File: config.mk
export PLATFORM = sky130hd
export DESIGN_NAME = fpadd_arbiter
export DESIGN_NICKNAME = d
export VERILOG_FILES = /design/src/rtl/fpadd_arbiter.sv
export SDC_FILE = /design/constraint.sdc
export NUM_CORES = 1
export LEC_CHECK = 0
export CORE_MARGIN = 1
export CORE_UTILIZATION = 42
export CTS_CLUSTER_DIAMETER = 200
export CTS_CLUSTER_SIZE = 24
export DETAILED_ROUTE_END_ITERATION = 6
export MAX_ROUTING_LAYER = met4
export PLACE_DENSITY = 0.85
export SETUP_SLACK_MARGIN = 0.5
export SLEW_MARGIN = 20
export SYNTH_ARGS = -nofsm -noshare
export SYNTH_HDL_FRONTEND = slang
export SYNTH_SLANG_ARGS = --single-unit
File: constraint.sdc
create_clock -name clk -period 2.7 [get_ports clk]
set_input_delay 0.81 -clock clk [delete_from_list [all_inputs] [get_ports clk]]
set_output_delay 0.81 -clock clk [all_outputs]
set_load 0.02 [all_outputs]
File: src/rtl/fpadd_arbiter.sv
// Two-requester front end for a shared fixed-latency pipelined fpadd: arbitrates, issues, and routes sums back by tag.
// Define FPADD_ARB_FIXED_PRIO_EN for fixed priority (requester 0 always wins); default is round-robin.
module fpadd_arbiter #(
   parameter int DATA_WIDTH  = 32,
   parameter int ADD_LATENCY = 3
) (
   input  logic                  clk,
   input  logic                  resetn,
   input  logic                  req0_valid,
   output logic                  req0_ready,
   input  logic [DATA_WIDTH-1:0] req0_a,
   input  logic [DATA_WIDTH-1:0] req0_b,
   input  logic                  req1_valid,
   output logic                  req1_ready,
   input  logic [DATA_WIDTH-1:0] req1_a,
   input  logic [DATA_WIDTH-1:0] req1_b,
   output logic                  res0_valid,
   output logic [DATA_WIDTH-1:0] res0_data,
   output logic                  res1_valid,
   output logic [DATA_WIDTH-1:0] res1_data,
   output logic                  add_valid_in,
   output logic [DATA_WIDTH-1:0] add_in1,
   output logic [DATA_WIDTH-1:0] add_in2,
   input  logic [DATA_WIDTH-1:0] add_product,
   input  logic                  add_valid_out,
   output logic                  err
);

   logic                   grant0;
   logic                   grant1;
   logic                   tag_in;
   logic [ADD_LATENCY-1:0] tag_vld;
   logic [ADD_LATENCY-1:0] tag_id;

`ifdef FPADD_ARB_FIXED_PRIO_EN
   always_comb begin
      // NOTE: every always_comb output gets a default first, so no path can infer a latch.
      grant0 = 1'b0;
      grant1 = 1'b0;
      if (req0_valid)      grant0 = 1'b1;
      else if (req1_valid) grant1 = 1'b1;
      if (!resetn) begin
         grant0 = 1'b0;
         grant1 = 1'b0;
      end
   end
`else
   logic last;

   always_comb begin
      // NOTE: every always_comb output gets a default first, so no path can infer a latch.
      grant0 = 1'b0;
      grant1 = 1'b0;
      if (req0_valid && req1_valid) begin
         grant0 = last;
         grant1 = !last;
      end else if (req0_valid) begin
         grant0 = 1'b1;
      end else if (req1_valid) begin
         grant1 = 1'b1;
      end
      if (!resetn) begin
         grant0 = 1'b0;
         grant1 = 1'b0;
      end
   end

   // Reset to 1 so requester 0 wins the first contention; only moves on a real grant.
   always_ff @(posedge clk or negedge resetn) begin
      if (!resetn)     last <= 1'b1;
      else if (grant0) last <= 1'b0;
      else if (grant1) last <= 1'b1;
   end
`endif

   // Ready is the grant itself and is held low while reset is asserted.
   assign req0_ready = grant0;
   assign req1_ready = grant1;

   always_ff @(posedge clk or negedge resetn) begin
      if (!resetn) begin
         add_valid_in <= 1'b0;
         add_in1      <= '0;
         add_in2      <= '0;
         tag_in       <= 1'b0;
      end else begin
         // NOTE: sequential state uses non-blocking assignments so every register samples pre-edge values.
         add_valid_in <= grant0 || grant1;
         if (grant0 || grant1) begin
            add_in1 <= grant1 ? req1_a : req0_a;
            add_in2 <= grant1 ? req1_b : req0_b;
            tag_in  <= grant1;
         end
      end
   end

   // Tag stage i lines up with adder pipeline stage i; the last stage meets add_valid_out.
   always_ff @(posedge clk or negedge resetn) begin
      if (!resetn) begin
         tag_vld <= '0;
         tag_id  <= '0;
      end else begin
         tag_vld[0] <= add_valid_in;
         tag_id[0]  <= tag_in;
         for (int i = 1; i < ADD_LATENCY; i++) begin
            tag_vld[i] <= tag_vld[i-1];
            tag_id[i]  <= tag_id[i-1];
         end
      end
   end

   always_ff @(posedge clk or negedge resetn) begin
      if (!resetn) begin
         res0_valid <= 1'b0;
         res1_valid <= 1'b0;
         res0_data  <= '0;
         res1_data  <= '0;
         err        <= 1'b0;
      end else begin
         res0_valid <= add_valid_out && !tag_id[ADD_LATENCY-1];
         res1_valid <= add_valid_out &&  tag_id[ADD_LATENCY-1];
         if (add_valid_out && !tag_id[ADD_LATENCY-1]) res0_data <= add_product;
         if (add_valid_out &&  tag_id[ADD_LATENCY-1]) res1_data <= add_product;
         // Sticky: the adder produced (or dropped) a result the tag pipeline did not predict.
         if (add_valid_out != tag_vld[ADD_LATENCY-1]) err <= 1'b1;
      end
   end

endmodule

==> impl_metrics.env <==
export IMPL_cts_sinks=140
export IMPL_yosys_warnings=0
export IMPL_cp_common_cell="buf_6"
export IMPL_cts_path_max_buffers=2
export IMPL_p_per_area_nw_per_um2=763
export IMPL_max_clock_freq_mhz=461
export IMPL_die_area_sq_um=13700
export IMPL_wl_met1_microns=6110
export IMPL_crit_cells=4
export IMPL_path_cells="buf_2 -> buf_6 -> a21oi_4 -> buf_6"
export IMPL_cp_num_buf_inv=3
export IMPL_p_leak_nw=4.58
export IMPL_synthArstFlopShare_pct=100
export IMPL_maxCapViolations=0
export IMPL_placed_cells=830
export IMPL_synth_flop_cell="dfrtp_1"
export IMPL_cts_tree="done"
export IMPL_cts_max_level=4
export IMPL_syn_to_final_growth_pct=69.4
export IMPL_yosysMostFrequentCell="dfrtp_1"
export IMPL_critPathRequiredTime_ns=1.89
export IMPL_maxSlewViolCount=0
export IMPL_gr_usage_all_layers_pct=24.0
export IMPL_cts_root_buffer="clkbuf_16"
export IMPL_min_path_type="input pin to asynchronous set/reset pin"
export IMPL_drc=0
export IMPL_wl_met3_microns=1360
export IMPL_ir_drop_uv=401
export IMPL_cp_top_family="buffers and inverters"
export IMPL_wl_met2_microns=8600
export IMPL_drive_above_1_share_pct=18.2
export IMPL_hold_viol=0
export IMPL_slew_headroom_pct=50.2
export IMPL_ys_seq_area_share_pct=63.1
export IMPL_wl_per_cell_microns=18.9
export IMPL_critPathLaunchType="input pin"
export IMPL_ys_ff_latch=140
export IMPL_final_cell_area_sq_um=9410
export IMPL_post_place_ws_ns=-0.328
export IMPL_synth_edf_count=0
export IMPL_highest_layer="met4"
export IMPL_crit_type="input pin to output port"
export IMPL_synth_top_area_share_pct=62.7
export IMPL_fin_crit_ns=2.17
export IMPL_dp_hpwl_microns=11300
export IMPL_antenna_found_initial=0
export IMPL_core_area_sq_um=12800
export IMPL_io_pins=299
export IMPL_cts_made_buffers=17
export IMPL_outcome="finished clean"
export IMPL_clk_pin_slew_ns=0.07
export IMPL_first_global_vias=4633
export IMPL_ant_nets=0
export IMPL_setup_viol=0
export IMPL_dpl_instance_area_sq_um=8700
export IMPL_max_stage_delay_ns=0.17
export IMPL_grt_pass1_wl_microns=24000
export IMPL_holdWs_ns=0.180
export IMPL_fin_crit_sh_pct=80.3
export IMPL_synth_nets=540
export IMPL_via_per_inst=5.18
export IMPL_stdcell_count=868
export IMPL_drtIter0Drc=244
export IMPL_setup_tns_ns=0
export IMPL_synth_area_per_cell_sq_um=14.8
export IMPL_netlist_top_cells_count="dfrtp_1 (139), a221o_1 (64), mux2_2 (64)"
export IMPL_reg2reg_depth=6
export IMPL_antenna_cells=0
export IMPL_ys_types=20
export IMPL_drt_pass1_iterations=4
export IMPL_routed_wl_microns=16400
export IMPL_worstPathMaxFanout=2
export IMPL_rsz0062_at_grt="false"
export IMPL_netlist_top_cells_area="dfrtp_1 (63%), mux2_2 (13%), a221o_1 (12%)"
export IMPL_tightest_slew_ns=0.747
export IMPL_gp_routability_congestion=0.806
export IMPL_final_nets=848
export IMPL_clk_latency_ns=0.40
export IMPL_grt_max_degree=85
export IMPL_overflow=0
export IMPL_die_x_microns=117
export IMPL_worstPathArrival_ns=1.36
export IMPL_fin_ws_ns=0.531
export IMPL_port_buffer_count=298
export IMPL_syn_instance_count=375
export IMPL_netlist_area_sq_um=5550
export IMPL_num_vias=4492
export IMPL_fp_dieH_microns=117
export IMPL_cp_end_kind="output port"
export IMPL_finClkSkew_ns=0.00793
export IMPL_num_rows=41
export IMPL_synth_top_area_cell="dfrtp_1"
export IMPL_crit_slowest_cell="a21oi_4"
export IMPL_start_util_pct=43.5
-- registers in the layout (all words and copies together), names as in the netlist --
register / cells
add_in1: 32
add_in2: 32
add_valid_in: 1
err: 1
last: 1
res0_data: 32
res0_valid: 1
res1_data: 32
res1_valid: 1
tag_id: 3
tag_in: 1
tag_vld: 3
-- routing by layer --
metal,GRT usage [%],up-vias
met3,6.54,21
met5,-,-
li1,-,2008
met1,25.9,2240
met2,41.9,223
met4,9.20,0
-- area by class of cell --
class,count,area [sq um]
Multi-Input combinational cell,204,1870
Fill cell,809,3370
Sequential cell,140,3500
Clock buffer,17,425
Timing Repair Buffer,317,3210
Inverter,3,11.3
Tap cell,172,215
Clock inverter,15,176
-- worst paths after layout --
| kind | endpoint | from | slack (ns) |
|---|---|---|---|
| setup reg to reg | add_in2[25] | last | 0.77 |
| min in group clk | tag_vld[2] | tag_vld[1] | 0.35 |
| hold reg to reg | tag_vld[2] | tag_vld[1] | 0.35 |
| hold / removal | add_in1[25] | resetn | 0.18 |
| max in group asynchronous | tag_vld[2] | resetn | 1.60 |
| setup / recovery | req1_ready | req0_valid | 0.53 |
-- worst register-to-register path, cell delays in order, from the launching register on --
cell and delay, ns:
dfstp_2 0.54, inv_1 0.07, a21oi_4 0.19, buf_4 0.14, buf_4 0.09, buf_4 0.54, a221o_1 0.30
-- logic make-up after synthesis --
logic type	share of synthesized area, %
and+or+nand+nor	7.71
DFF	63.1
AOI/OAI and AO/OA	12.2
buffers and inverters	3.85
xor gates and xnor gates	0.158
muxes	13.0
-- per-stage QoR --
step | power [mW] | utilization, %
2_1_floorplan | 3.75 | -
3_3_place_gp | 4.94 | 68.1
3_5_place_dp | 5.01 | 68.1
4_1_cts | 7.27 | 72.4
5_1_grt | 7.50 | 73.6
6_report | 7.18 | 73.6
-- power breakdown --
group | internal, mW | switching [mW] | leakage [nW]
Clock | 1.40 | 0.972 | 0.295
Combinational | 1.06 | 1.03 | 2.61
Sequential | 2.50 | 0.208 | 1.68
Total | 4.97 | 2.21 | 4.58
-- placed cells by master, fill, tap and decap left out, drive strengths merged, types with 2 or more instances in the layout --
cell type / Yosys / layout
clkdlybuf4s50: 0 / 168
dfrtp: 139 / 139
dlygate4sd2: 0 / 70
a221o: 64 / 64
mux2: 64 / 64
and2: 64 / 64
dlymetal6s2s: 0 / 55
buf: 25 / 24
clkbuf: 3 / 17
inv: 3 / 12
nand2: 4 / 4
clkinv: 0 / 3
a21oi: 2 / 2
bufinv: 0 / 2
o21ai: 2 / 2
-- what timing repair did --
item | in CTS | in global routing
pin swaps | 2 | 1
setup endpoints to repair | 72 | 57
hold buffers | 0 | 0
buffers inserted | 3 | 3
resized for setup | 93 | 56
Power figures use the tool's default switching activity.
